**config.mk**
```make
export PLATFORM = sky130hd
export DESIGN_NAME = nibble_serial_adder
export DESIGN_NICKNAME = d
export VERILOG_FILES = /design/src/rtl/nibble_adder_pkg.sv /design/src/rtl/cla4.sv /design/src/rtl/nibble_serial_adder_stage.sv /design/src/rtl/rca4.sv /design/src/rtl/nibble_serial_adder.sv
export SDC_FILE = /design/constraint.sdc
export NUM_CORES = 1
export LEC_CHECK = 0
export CAP_MARGIN = 20
export CORE_MARGIN = 1
export CORE_UTILIZATION = 35
export CTS_CLUSTER_SIZE = 28
export DETAILED_ROUTE_END_ITERATION = 10
export HOLD_SLACK_MARGIN = 0.15
export PLACE_DENSITY_LB_ADDON = 0.08
export SETUP_SLACK_MARGIN = 0.5
export SLEW_MARGIN = 30
export SYNTH_ARGS = -nofsm -noshare
export SYNTH_HDL_FRONTEND = slang
export SYNTH_HIERARCHICAL = 1
export SYNTH_SLANG_ARGS = --single-unit
```
**constraint.sdc**
```tcl
create_clock -name CLK -period 5.03 [get_ports CLK]
set_input_delay 1.2575 -clock CLK [delete_from_list [all_inputs] [get_ports CLK]]
set_output_delay 1.2575 -clock CLK [all_outputs]
set_load 0.005 [all_outputs]
```
**src/rtl/nibble_adder_pkg.sv**
```systemverilog
// nibble_adder_pkg
// Shared definitions for the nibble-serial adder: FSM state encoding, the
// nibble width, and the helper that sizes the nibble index register.
package nibble_adder_pkg;

  localparam int NIBBLE_W = 4;

  typedef enum logic [1:0] {
    IDLE = 2'd0,
    RUN  = 2'd1,
    FIN  = 2'd2
  } state_t;

  // Bits needed to index WIDTH/NIBBLE_W nibbles (at least 1).
  function automatic int idx_width(input int width);
    int n;
    int w;
    n = width / NIBBLE_W;
    for (w = 1; (1 << w) < n; w++) begin
    end
    return w;
  endfunction

endpackage

```
**src/rtl/cla4.sv**
```systemverilog
// cla4
// The 4-bit carry-lookahead adder.
// Ports: A, B (4-bit addends), C_IN (carry-in) -> SUM (4-bit), C_OUT (carry-out).
module cla4 (
  input  logic [3:0] A,
  input  logic [3:0] B,
  input  logic       C_IN,
  output logic [3:0] SUM,
  output logic       C_OUT
);

  logic [3:0] w_p;
  logic [3:0] w_g;
  logic [4:0] w_c;

  assign w_p = A ^ B;
  assign w_g = A & B;

  // Every carry is formed directly from generate/propagate terms.
  assign w_c[0] = C_IN;
  assign w_c[1] = w_g[0] | (w_p[0] & C_IN);
  assign w_c[2] = w_g[1] | (w_p[1] & w_g[0]) | (w_p[1] & w_p[0] & C_IN);
  assign w_c[3] = w_g[2] | (w_p[2] & w_g[1]) | (w_p[2] & w_p[1] & w_g[0])
                | (w_p[2] & w_p[1] & w_p[0] & C_IN);
  assign w_c[4] = w_g[3] | (w_p[3] & w_g[2]) | (w_p[3] & w_p[2] & w_g[1])
                | (w_p[3] & w_p[2] & w_p[1] & w_g[0])
                | (w_p[3] & w_p[2] & w_p[1] & w_p[0] & C_IN);

  assign SUM   = w_p ^ w_c[3:0];
  assign C_OUT = w_c[4];

endmodule

```
**src/rtl/nibble_serial_adder_stage.sv**
```systemverilog
// nibble_serial_adder_stage
// One nibble of addition per cycle through the 4-bit CLA. When
// NIBBLE_SERIAL_SELFCHECK_EN is defined, a ripple-carry reference adder runs
// on the same inputs and MISMATCH flags any disagreement (combinational).
// Ports: A, B, C_IN (nibble inputs) -> SUM, C_OUT (CLA result),
//        MISMATCH (only with NIBBLE_SERIAL_SELFCHECK_EN).
module nibble_serial_adder_stage
  import nibble_adder_pkg::*;
(
  input  logic [NIBBLE_W-1:0] A,
  input  logic [NIBBLE_W-1:0] B,
  input  logic                C_IN,
  output logic [NIBBLE_W-1:0] SUM,
  output logic                C_OUT
`ifdef NIBBLE_SERIAL_SELFCHECK_EN
  ,
  output logic                MISMATCH
`endif
);

  cla4 u_cla (
    .A    (A),
    .B    (B),
    .C_IN (C_IN),
    .SUM  (SUM),
    .C_OUT(C_OUT)
  );

`ifdef NIBBLE_SERIAL_SELFCHECK_EN
  logic [NIBBLE_W-1:0] w_ref_sum;
  logic                w_ref_cout;

  rca4 u_rca (
    .A    (A),
    .B    (B),
    .C_IN (C_IN),
    .SUM  (w_ref_sum),
    .C_OUT(w_ref_cout)
  );

  assign MISMATCH = (w_ref_sum != SUM) || (w_ref_cout != C_OUT);
`endif

endmodule

```
**src/rtl/rca4.sv**
```systemverilog
// rca4
// The 4-bit ripple-carry adder, used as an independent reference.
// Ports: A, B (4-bit addends), C_IN (carry-in) -> SUM (4-bit), C_OUT (carry-out).
module rca4 (
  input  logic [3:0] A,
  input  logic [3:0] B,
  input  logic       C_IN,
  output logic [3:0] SUM,
  output logic       C_OUT
);

  logic [4:0] w_c;

  assign w_c[0] = C_IN;

  for (genvar i = 0; i < 4; i++) begin : g_fa
    assign SUM[i]   = A[i] ^ B[i] ^ w_c[i];
    assign w_c[i+1] = (A[i] & B[i]) | (w_c[i] & (A[i] ^ B[i]));
  end

  assign C_OUT = w_c[4];

endmodule

```
**src/rtl/nibble_serial_adder.sv**
```systemverilog
// nibble_serial_adder
// WIDTH-bit adder computed one nibble per clock through a single 4-bit adder
// stage, with the carry registered between nibbles. START/DONE handshake;
// START in FIN is accepted for back-to-back operation.
// Optional macro: NIBBLE_SERIAL_SELFCHECK_EN (reference adder + sticky MISMATCH).
// Ports:
//   CLK, RST      clock, asynchronous active-high reset
//   START         request (accepted in IDLE or FIN)
//   A, B, C_IN    operands, captured on accept
//   BUSY          high in RUN
//   DONE          one-cycle pulse when the result is valid
//   SUM, C_OUT    registered result and unsigned carry-out
//   OVF           signed overflow
//   MISMATCH      sticky self-check error (0 when the macro is undefined)
module nibble_serial_adder
  import nibble_adder_pkg::*;
#(
  parameter int WIDTH = 16
) (
  input  logic             CLK,
  input  logic             RST,
  input  logic             START,
  input  logic [WIDTH-1:0] A,
  input  logic [WIDTH-1:0] B,
  input  logic             C_IN,
  output logic             BUSY,
  output logic             DONE,
  output logic [WIDTH-1:0] SUM,
  output logic             C_OUT,
  output logic             OVF,
  output logic             MISMATCH
);

  localparam int NIBBLES = WIDTH / NIBBLE_W;
  localparam int IDX_W   = idx_width(WIDTH);
  localparam logic [IDX_W-1:0] LAST_IDX = IDX_W'(NIBBLES - 1);

  state_t r_state;
  state_t w_next;

  logic [NIBBLES-1:0][NIBBLE_W-1:0] r_a;
  logic [NIBBLES-1:0][NIBBLE_W-1:0] r_b;
  logic [NIBBLES-1:0][NIBBLE_W-1:0] r_sum;
  logic                             r_carry;
  logic [IDX_W-1:0]                 r_idx;
  logic                             r_cout;
  logic                             r_ovf;

  logic                w_accept;
  logic                w_last;
  logic [NIBBLE_W-1:0] w_a_nib;
  logic [NIBBLE_W-1:0] w_b_nib;
  logic [NIBBLE_W-1:0] w_sum_nib;
  logic                w_cout_nib;
  logic                w_msb_cin;

  assign w_accept = START && ((r_state == IDLE) || (r_state == FIN));
  assign w_last   = (r_idx == LAST_IDX);
  assign w_a_nib  = r_a[r_idx];
  assign w_b_nib  = r_b[r_idx];

  // Carry into the top bit of the nibble, recovered from its sum bit.
  assign w_msb_cin = w_a_nib[NIBBLE_W-1] ^ w_b_nib[NIBBLE_W-1] ^ w_sum_nib[NIBBLE_W-1];

`ifdef NIBBLE_SERIAL_SELFCHECK_EN
  logic w_stage_mis;
  logic r_mismatch;

  nibble_serial_adder_stage u_stage (
    .A       (w_a_nib),
    .B       (w_b_nib),
    .C_IN    (r_carry),
    .SUM     (w_sum_nib),
    .C_OUT   (w_cout_nib),
    .MISMATCH(w_stage_mis)
  );

  always_ff @(posedge CLK or posedge RST) begin
    if (RST) begin
      r_mismatch <= 1'b0;
    end else if ((r_state == RUN) && w_stage_mis) begin
      r_mismatch <= 1'b1;
    end
  end

  assign MISMATCH = r_mismatch;
`else
  nibble_serial_adder_stage u_stage (
    .A    (w_a_nib),
    .B    (w_b_nib),
    .C_IN (r_carry),
    .SUM  (w_sum_nib),
    .C_OUT(w_cout_nib)
  );

  assign MISMATCH = 1'b0;
`endif

  // State register
  always_ff @(posedge CLK or posedge RST) begin
    if (RST) begin
      r_state <= IDLE;
    end else begin
      r_state <= w_next;
    end
  end

  // Next-state logic
  always_comb begin
    w_next = r_state;
    case (r_state)
      IDLE:    if (START) w_next = RUN;
      RUN:     if (w_last) w_next = FIN;
      FIN:     w_next = START ? RUN : IDLE;
      default: w_next = IDLE;
    endcase
  end

  // Operand capture and per-nibble result assembly
  always_ff @(posedge CLK or posedge RST) begin
    if (RST) begin
      r_a     <= '0;
      r_b     <= '0;
      r_sum   <= '0;
      r_carry <= 1'b0;
      r_idx   <= '0;
      r_cout  <= 1'b0;
      r_ovf   <= 1'b0;
    end else if (w_accept) begin
      r_a     <= A;
      r_b     <= B;
      r_sum   <= '0;
      r_carry <= C_IN;
      r_idx   <= '0;
      r_cout  <= 1'b0;
      r_ovf   <= 1'b0;
    end else if (r_state == RUN) begin
      r_sum[r_idx] <= w_sum_nib;
      r_carry      <= w_cout_nib;
      if (w_last) begin
        r_cout <= w_cout_nib;
        r_ovf  <= w_msb_cin ^ w_cout_nib;
      end else begin
        r_idx <= r_idx + 1'b1;
      end
    end
  end

  assign BUSY  = (r_state == RUN);
  assign DONE  = (r_state == FIN);
  assign SUM   = r_sum;
  assign C_OUT = r_cout;
  assign OVF   = r_ovf;

endmodule
```
==> qor.csv <==
metric;value;unit
routed via count;1955;
Post-DP Area;3240;um^2
clock latency on the worst-skew pair;0.30;ns
initial DRC count;80;
CP Cell Sequence;mux4_1 > ha_1 > a21o_1 > a31o_1 > xor2_1 > xor2_1 > xnor3_1 > o21ai_1;
Int Pwr;1360;uW
sw frac;40.0;%
antenna-violating nets left;0;
Clock power frac;11.8;%
Initial Util;36.1;%
Via density;4.69;
initial antenna violation count;0;
Max stage delay on crit path;0.77;ns
fin area;3340;um^2
outcome;complete, but fails checks;
slowest stage cell, crit path;dfrtp_1;
setup repair bufs after CTS;0;
measured slew at the worst slew-check pin;0.839;ns
row count;31;
Reg-to-Reg End;OVF;
CTS Sinks;55;
Detail Placement HPWL;3890;um
cell area after synthesis;2620;um^2
CTS tree;built;
syn avg cell area;9.80;um^2
synthesized instance count;267;
Final min period;3.34;ns
grt total ovfl;0;
combinational group share of total power;53.9;%
gr usage total;15.9;%
Synthesized Nets;312;
CP bufs+invs;0;
CTS max path bufs;2;
Max VDD drop;0.000281;V
layout cells sized above 1;5.03;%
WP data required;5.26;ns
Cell Pwr Density;678;nW/um^2
failing checks;design-rule violations;
Detailed Routing Iterations Pass 1;7;
hold path depth;2;
largest net degree at the start of global routing;41;
top cell type's share of synthesized area;52.6;%
RSZ-0062 raised after global routing;false;
vias in the first global route;1949;
max-slew violation count;0;
Setup-failing EPs final;0;
n_diodes;0;
min-delay src;r_a[11];
Post-synth EDFFs;0;
utilization after layout;46.0;%
ys async rst share;100;%
# resized after CTS;0;
Routed wire per std cell;13.4;um
Switch Pwr;907;uW
Worst R2R Path Depth;8;
Tot Pwr;2260;uW
Leak Pwr;0.00164;uW
setup TNS;0;ns
core area;7250;um^2
WL final;5580;um
top cells by area, synth;dfrtp_1, nand2_1, mux4_1;
I/O Pins;57;
first-pass GRT wire length;9530;um
final period utilization;66.4;%
H-tree Lvls;2;
worst hold path class;register to register;
max_cap viols;0;
CP max FO;13;
Final Hold Fails;0;
Final Skew;0.00495;ns
Synthesis Warnings;6;
Seq cells post-synth;55;
count leader, synth;nand2_1;
Seq/Total Area, Yosys;52.6;%
Die Ht;88.5;um
Post-synth top flop;dfrtp_1;
DRC violations left;2;
critical path class;register to register;
CP most frequent cell;xor2_1;
post-synth top area cell;dfrtp_1;
nets;362;
Root Buffer;clkbuf_8;
R2R Path Start;r_idx[0];
fmax;300;MHz
number of I/O port buffers;55;
Layout area overhead;27.6;%
crit start category;register;
Post-synth top cells;nand2_1, dfrtp_1, nand3_1, a21oi_1;
relative max-transition margin;44.0;%
Yosys cell types;29;
hold-critical path endpoint;r_a[11];
die area;7830;um^2
Die Wd;88.5;um
cts bufs inserted;5;
routability cong.;0.766;
R2R Setup Slk;1.69;ns
Seq pwr share;34.3;%
Critical Path Sink Type;register;
Hold Buf Count CTS;0;
clk slew on worst S/H paths;0.10;ns
hold slack;0.480;ns
cell family with most CP delay;XOR/XNOR gates;
CP arrival;3.57;ns
-- cells by family after synthesis --
| group | count (synthesis) | synth area share, % |
|---|---|---|
| AOI/OAI and AO/OA | 21 | 4.64 |
| adders and majority gates | 9 | 4.59 |
| other | 1 | 0.143 |
| muxes | 13 | 9.37 |
| DFF | 55 | 52.6 |
| and+or+nand+nor | 139 | 22.0 |
| xor gates and xnor gates | 5 | 2.20 |
| buffers and inverters | 24 | 4.45 |
-- layout by cell type, fill, tap and decap left out --
cell type and instances:
xnor2_1 2, inv_1 8, or3b_1 1, nor2_1 5, clkbuf_8 7, mux4_1 4
a21o_1 3, a21oi_1 13, and2b_1 1, buf_4 3, nor2b_1 1, nand3b_1 4
fa_1 1, nor3b_1 1, nand3_1 15, clkbuf_1 1, xor2_1 2, ha_1 8
nand2b_1 1, clkdlybuf4s50_1 55, conb_1 1, o21ai_1 3, mux4_2 4, a31o_1 1
mux2i_1 5, nand2_1 109, xnor3_1 1, inv_2 1, a221o_1 1, dfrtp_1 55
nor2b_4 1
-- metal layers --
| layer | GRT usage [%] | share of wire (%) | vias to the layer above |
|---|---|---|---|
| met5 | 0 | 0 | - |
| met4 | 3.96 | 0.75 | 0 |
| met2 | 24.8 | 46 | 43 |
| li1 | - | - | 960 |
| met1 | 22.7 | 49 | 948 |
| met3 | 3.45 | 3.7 | 4 |
-- tightest hold or removal path: stages, from the launching register on --
cell	delay [ns]
dfrtp_1	0.35
nand2_1	0.05
nand2_1	0.05
-- power by group through the flow --
stage / clock (uW) / sequential, uW / combinational [uW]
6_report: 266 / 778 / 1220
2_1_floorplan: 0 / 714 / 940
5_1_grt: 295 / 809 / 1380
3_3_place_gp: 0 / 794 / 1200
3_5_place_dp: 0 / 792 / 1230
4_1_cts: 276 / 784 / 1230
-- worst max path at each step --
stage | from | endpoint | slack, ns | cells past startpoint
final | r_idx[0] | OVF | 1.69 | 8
after global routing | r_idx[0] | OVF | 1.47 | 8
after CTS | r_idx[0] | OVF | 1.67 | 8
after detailed placement | r_idx[0] | OVF | 1.67 | 8
after global placement | r_idx[0] | OVF | 1.81 | 8
after floorplan | r_idx[0] | OVF | 2.20 | 9
-- metrics by stage --
stage | setup WS (ns) | cells
after floorplan | 2.20 | 267
after global placement | 1.81 | 409
after detailed placement | 1.67 | 409
after CTS | 1.67 | 417
after global routing | 1.47 | 417
final | 1.69 | 417
-- sequential cells by signal, indices dropped and copies added, names as in the netlist --
name	count
OVF	1
r_a	16
r_carry	1
r_idx	2
r_state	2
r_b	16
SUM	16
C_OUT	1
-- final cells by class --
class	count	area, um^2
inverter	9	33.8
tap	99	124
multi-input combinational	188	1130
sequential	55	1380
clock buffer	8	100
timing repair buffer	58	573
fill	738	3920
Note: power is estimated with default switching activity, not from simulation.
